<file path="config.mk">
export PLATFORM = sky130hd
export DESIGN_NAME = spi_cmd_sequencer
export DESIGN_NICKNAME = d
export VERILOG_FILES = /design/src/rtl/spi_cmd_sequencer.sv
export SDC_FILE = /design/constraint.sdc
export NUM_CORES = 1
export LEC_CHECK = 0
export ABC_CLOCK_PERIOD_IN_PS = 1600
export CORE_MARGIN = 2
export CORE_UTILIZATION = 45
export DETAILED_ROUTE_END_ITERATION = 8
export PLACE_DENSITY = 0.72
export SLEW_MARGIN = 10
export SYNTH_ARGS = -nofsm -noshare
export SYNTH_HDL_FRONTEND = slang
export SYNTH_SLANG_ARGS = --single-unit
</file>
<file path="constraint.sdc">
create_clock -name sysClk -period 1.6 [get_ports sysClk]
set_clock_uncertainty 0.15 [all_clocks]
set_input_delay 0.4 -clock sysClk [delete_from_list [all_inputs] [get_ports sysClk]]
set_output_delay 0.4 -clock sysClk [all_outputs]
set_load 0.1 [all_outputs]
</file>
<file path="src/rtl/spi_cmd_sequencer.sv">
// -----------------------------------------------------------------------------
// spi_cmd_sequencer
//
// Command layer behind the SPI slave byte interface. The first byte after
// SS falls is a command (bit 7 = write, low bits = start address); following
// bytes are written to consecutive registers, or, for a read command, the
// sequencer fetches consecutive registers and presents each one to the SPI
// slave ahead of the next transfer.
//
// State   | meaning
// --------+------------------------------------------------------------------
// IDLE    | no transaction; waits for a fresh SS falling edge
// CMD     | status byte presented, waiting for the command byte
// WR      | each received byte is written, address increments
// RD_ISSUE| regRe strobe is on the bus this cycle
// RD_WAIT | regRdData valid; capture into txData, address increments
// RD_HOLD | read byte presented, waiting for the master's next byte
//
// Ports
//   sysClk     system clock, all logic on posedge
//   sysRst     asynchronous active-high reset
//   SS         raw SPI slave select (active low), synchronized internally
//   rxData     received byte from the SPI slave
//   rx_Valid   byte-complete level from the SPI slave (may stay high long)
//   txData     byte for the next transfer
//   tx_Valid   txData is meaningful (slave shifts zeros when low)
//   regAddr    register bank address
//   regWrData  register write data
//   regWe      one-cycle write strobe
//   regRe      one-cycle read strobe
//   regRdData  read data, valid one cycle after regRe
//   txnCount   completed transactions, wraps 15 -> 0
// -----------------------------------------------------------------------------
module spi_cmd_sequencer #(
    parameter int          ADDR_W     = 7,
    parameter logic [3:0]  STATUS_TAG = 4'hA
) (
    input  logic              sysClk,
    input  logic              sysRst,
    input  logic              SS,
    input  logic [7:0]        rxData,
    input  logic              rx_Valid,
    output logic [7:0]        txData,
    output logic              tx_Valid,
    output logic [ADDR_W-1:0] regAddr,
    output logic [7:0]        regWrData,
    output logic              regWe,
    output logic              regRe,
    input  logic [7:0]        regRdData,
    output logic [3:0]        txnCount
);

    typedef enum logic [2:0] {
        IDLE     = 3'd0,
        CMD      = 3'd1,
        WR       = 3'd2,
        RD_ISSUE = 3'd3,
        RD_WAIT  = 3'd4,
        RD_HOLD  = 3'd5
    } state_t;

    localparam logic [ADDR_W-1:0] ADDR_ONE = 1;

    state_t state, state_n;

    logic              ss_sync1, ss_sync2;
    logic [1:0]        sync_fill;
    logic              armed;
    logic              ss_active, ss_active_d, ss_rise;
    logic              rx_valid_q, rx_valid_d, rx_stb;

    logic [ADDR_W-1:0] addr, addr_n;
    logic              cmd_seen, cmd_seen_n;
    logic [7:0]        tx_data_n;
    logic              tx_valid_n;
    logic [ADDR_W-1:0] reg_addr_n;
    logic [7:0]        reg_wr_data_n;
    logic              reg_we_n, reg_re_n;
    logic [3:0]        txn_count_n;

    // SS synchronizer. Reset loads the inactive level, so the flops alone
    // cannot tell a held-low SS from a new edge after reset; sync_fill marks
    // when the pipeline holds real samples, and armed requires SS to have been
    // seen inactive after that before any edge is accepted.
    always_ff @(posedge sysClk or posedge sysRst) begin
        if (sysRst) begin
            ss_sync1    <= 1'b1;
            ss_sync2    <= 1'b1;
            sync_fill   <= 2'b00;
            armed       <= 1'b0;
            ss_active_d <= 1'b0;
            rx_valid_q  <= 1'b0;
            rx_valid_d  <= 1'b0;
        end else begin
            ss_sync1    <= SS;
            ss_sync2    <= ss_sync1;
            sync_fill   <= {sync_fill[0], 1'b1};
            if (sync_fill[1] && ss_sync2)
                armed <= 1'b1;
            ss_active_d <= ss_active;
            rx_valid_q  <= rx_Valid;
            rx_valid_d  <= rx_valid_q;
        end
    end

    assign ss_active = ~ss_sync2;
    assign ss_rise   = ss_active & ~ss_active_d & armed;
    assign rx_stb    = rx_valid_q & ~rx_valid_d & ss_active;

    always_ff @(posedge sysClk or posedge sysRst) begin
        if (sysRst) begin
            state     <= IDLE;
            addr      <= '0;
            cmd_seen  <= 1'b0;
            txData    <= 8'h00;
            tx_Valid  <= 1'b0;
            regAddr   <= '0;
            regWrData <= 8'h00;
            regWe     <= 1'b0;
            regRe     <= 1'b0;
            txnCount  <= 4'd0;
        end else begin
            state     <= state_n;
            addr      <= addr_n;
            cmd_seen  <= cmd_seen_n;
            txData    <= tx_data_n;
            tx_Valid  <= tx_valid_n;
            regAddr   <= reg_addr_n;
            regWrData <= reg_wr_data_n;
            regWe     <= reg_we_n;
            regRe     <= reg_re_n;
            txnCount  <= txn_count_n;
        end
    end

    always_comb begin
        state_n       = state;
        addr_n        = addr;
        cmd_seen_n    = cmd_seen;
        tx_data_n     = txData;
        tx_valid_n    = tx_Valid;
        reg_addr_n    = regAddr;
        reg_wr_data_n = regWrData;
        reg_we_n      = 1'b0;
        reg_re_n      = 1'b0;
        txn_count_n   = txnCount;

        if (state == IDLE) begin
            if (ss_rise) begin
                tx_data_n  = {STATUS_TAG, txnCount};
                tx_valid_n = 1'b1;
                cmd_seen_n = 1'b0;
                state_n    = CMD;
            end
        end else if (!ss_active) begin
            // Aborts from any state; a strobe already registered still
            // completes because the strobe registers simply fall next cycle.
            state_n    = IDLE;
            tx_valid_n = 1'b0;
            cmd_seen_n = 1'b0;
            if (cmd_seen)
                txn_count_n = txnCount + 4'd1;
        end else begin
            case (state)
                CMD: begin
                    if (rx_stb) begin
                        addr_n     = rxData[ADDR_W-1:0];
                        cmd_seen_n = 1'b1;
                        if (rxData[7]) begin
                            tx_valid_n = 1'b0;
                            state_n    = WR;
                        end else begin
                            reg_re_n   = 1'b1;
                            reg_addr_n = rxData[ADDR_W-1:0];
                            state_n    = RD_ISSUE;
                        end
                    end
                end
                WR: begin
                    if (rx_stb) begin
                        reg_we_n      = 1'b1;
                        reg_wr_data_n = rxData;
                        reg_addr_n    = addr;
                        addr_n        = addr + ADDR_ONE;
                    end
                end
                // Strobes landing in RD_ISSUE/RD_WAIT are overruns and dropped.
                RD_ISSUE: state_n = RD_WAIT;
                RD_WAIT: begin
                    tx_data_n  = regRdData;
                    tx_valid_n = 1'b1;
                    addr_n     = addr + ADDR_ONE;
                    state_n    = RD_HOLD;
                end
                RD_HOLD: begin
                    if (rx_stb) begin
                        reg_re_n   = 1'b1;
                        reg_addr_n = addr;
                        state_n    = RD_ISSUE;
                    end
                end
                default: state_n = IDLE;
            endcase
        end
    end

endmodule

</file>
==> metrics.yaml <==
sta:
  min_period_ns: 1.792
  whs_ns: 0.2020
  rsz0062_at_grt: "yes"
  finalHoldViolCount: 0
  slew_violations: 0
  setup_violations: 36
  setup_ws_ns: -0.1921
  period_share_pct: 112.0
  tns_ns: -4.366
  max_freq_ghz: 0.5580
synthesis:
  yosys.area_share.simple_pct: 11.36
  synth_top_family_by_area: "multiplexers"
  synthMuxAreaShare_pct: 16.25
  synthCells: 192
  ys_types: 48
  synth_compound_area_share_pct: 12.39
  synth_seq_cells: 49
  synthFlopType: "dfrtp_1"
  synth-async-reset-ratio_pct: 100.0
  synth-edff-count: 0
  ys_warn_count: 0
  synth_nets: 214
  ys_seq_area_share_pct: 53.37
  synthXorXnorAreaFrac_pct: 1.522
  synth_area_um2: 2302
  synth_fa_ha_area_share_pct: 1.087
  synth_area_per_cell_um2: 11.99
clocking:
  clockBufferDepth: 2
  holdBufCountCts: 0
  insertion_delay_ns: 0.31
  htree_levels: 2
  clkTransAtPathRegs_ns: 0.09
  cts_inserted_buffers: 5
  clock-sinks: 49
  tritoncts: "built"
  clockRootBuffer: "clkbuf_8"
setup_path:
  r2r_cells: 5
  r2r-start: "state[2]"
  cp-start-kind: "register"
  cp.arrival_ns: 1.84
  r2r_end: "regAddr[5]"
  rrSetupSlack_ns: -0.19
  cp-end-kind: "register"
  worstSetupPathType: "register to register"
  cp_max_fo: 7
  crit_required_ns: 1.65
drt:
  first_iter_violations: 91
  wl_per_cell_um: 17.51
  antenna_left: 0
  first_pass_iters: 4
  finalWirelength_um: 6234
  via_count: 1924
  drc: 0
  vias_per_cell: 5.404
finish:
  layout.area.seq_um2: 1235
  final_nets: 307
  fillers: 325
  syn2layout_area_growth_pct: 69.18
  layout.cells.non_filler: 356
  multiInputGateArea_um2: 1209
  diodes: 0
  drive_gt1_share_pct: 51.40
placed_design:
  hpwl_um: 4212
  io_buffers: 49
  place_congestion: 0.9317
  dp_cells: 340
floorplanning:
  die_h_um: 75.53
  dieArea_um2: 5704
  core_area_um2: 5010
  io-pin-count: 50
  die_w_um: 75.53
  start_util_pct: 45.95
  rows: 26
hold_path:
  hold_depth: 0
  hold_end: "sync_fill[1]"
  hold_path.class: "register to register"
  min_from: "sync_fill[0]"
power:
  internal_power_w: 0.002852
  leakage_nw: 1.697
  power_frac_seq_pct: 35.1
  comb_power_share_pct: 50.8
  power.density_nw_per_um2: 1309
  p_switching_w: 0.002246
  power.clock.fraction_pct: 14.1
  irDropWorstVdd_uv: 1374
  switching_share_pct: 44.06
  power_w: 0.005098
global_route:
  gr-usage-all-layers_pct: 23.97
  antenna_found_initial: 0
  grt_pass1_wl_um: 9984
  grt_pass1_vias: 2000
  overflow: 0
  grt_max_degree: 29
outcome:
  outcome: "finished with violations"
  violations: "setup timing"
flow_run:
  cap_violations: 0
==> cell families (layout without fill, tap and decap cells) <==
family | Yosys count | after routing
other cells | 1 | 1
buf+inv | 18 | 112
mux | 34 | 34
fa+ha+maj | 2 | 2
xor+xnor | 4 | 4
flops | 49 | 49
simple gates | 46 | 46
compound gates | 38 | 38
==> through the flow <==
step           utilization (%)  setup WS [ns]  area, um2
3_5_place_dp             69.86        -0.4161       3500
2_1_floorplan                -        -0.1575       2354
3_3_place_gp             69.86        -0.3957       3500
4_1_cts                  75.87        -0.1891       3801
5_1_grt                  77.75        -0.2425       3895
6_report                 77.75        -0.1921       3895
==> critical path, cell delays in order, from the launching register on <==
cell and delay, ns:
dfrtp_2 0.49, nor2b_4 0.16, a22o_1 0.19, buf_12 0.14, mux2_4 0.30, mux2_4 0.26
==> worst max path at each step <==
stage                  to      start  slack (ns)
4_1_cts        regAddr[0]   state[2]       -0.19
3_3_place_gp   regAddr[5]  rxData[7]       -0.40
3_5_place_dp   regAddr[5]  rxData[7]       -0.42
5_1_grt        regAddr[6]   state[2]       -0.24
6_report       regAddr[5]   state[2]       -0.19
2_1_floorplan     addr[1]   state[1]       -0.16
==> state kept, by name, indices dropped and copies added, names as in the netlist, 2 cells and up <==
name and count:
txData 8, regWrData 8, sync_fill 2, regAddr 7, txnCount 4, addr 7, state 3
==> Yosys cell counts, drive strengths merged, types with 3 or more instances <==
cell / n / area [um2]
a21oi: 6 / 33.78
a221oi: 4 / 35.03
a2bb2oi: 5 / 43.79
buf: 6 / 43.79
dfrtp: 47 / 1176
inv: 10 / 37.53
mux2: 27 / 304.1
mux2i: 7 / 70.07
nand2: 15 / 56.30
nand3: 4 / 20.02
nor2: 7 / 33.78
nor2b: 5 / 41.29
nor3: 5 / 35.03
o21ai: 10 / 57.56
xnor2: 3 / 26.28
==> placed cells by master (no fill, tap or decap), drive strengths merged, types with 6 or more instances in the layout <==
cell type | synthesis | layout
clkbuf | 2 | 8
buf | 6 | 75
dfrtp | 47 | 47
nor2 | 7 | 7
a21oi | 6 | 6
clkdlybuf4s50 | 0 | 19
nand2 | 15 | 15
mux2 | 27 | 27
inv | 10 | 9
mux2i | 7 | 7
o21ai | 10 | 10
==> cell type report <==
class / count / area share (%)
flip-flops and latches: 49 / 31.71
inverters: 10 / 1.060
multi-input cells: 125 / 31.03
well taps: 70 / 2.249
clock buffers: 8 / 2.056
repair buffers: 94 / 31.90
==> routing by layer <==
layer / track usage, % / vias to the layer above / wire length [um]
li1: - / 881 / -
met1: 27.35 / 972 / 2324
met2: 43.57 / 60 / 3487
met3: 6.217 / 11 / 318
met4: 7.992 / 0 / 103
met5: 0 / - / 0
==> power by group through the flow <==
stage	clock, W	sequential [W]	combinational (W)
2_1_floorplan	0	0.00280	0.000410
3_3_place_gp	0	0.00179	0.00242
3_5_place_dp	0	0.00180	0.00245
4_1_cts	0.000737	0.00179	0.00255
5_1_grt	0.000776	0.00182	0.00269
6_report	0.000719	0.00179	0.00259
==> timing repair <==
action / 4_1_cts / 5_1_grt
endpoints found under the hold margin: 0 / 0
setup buffers: 5 / 4
gates cloned: 1 / 0
endpoints found under the setup margin: 35 / 36
resized for setup: 42 / 19
pin swaps: 11 / 6
Power figures use the tool's default switching activity.
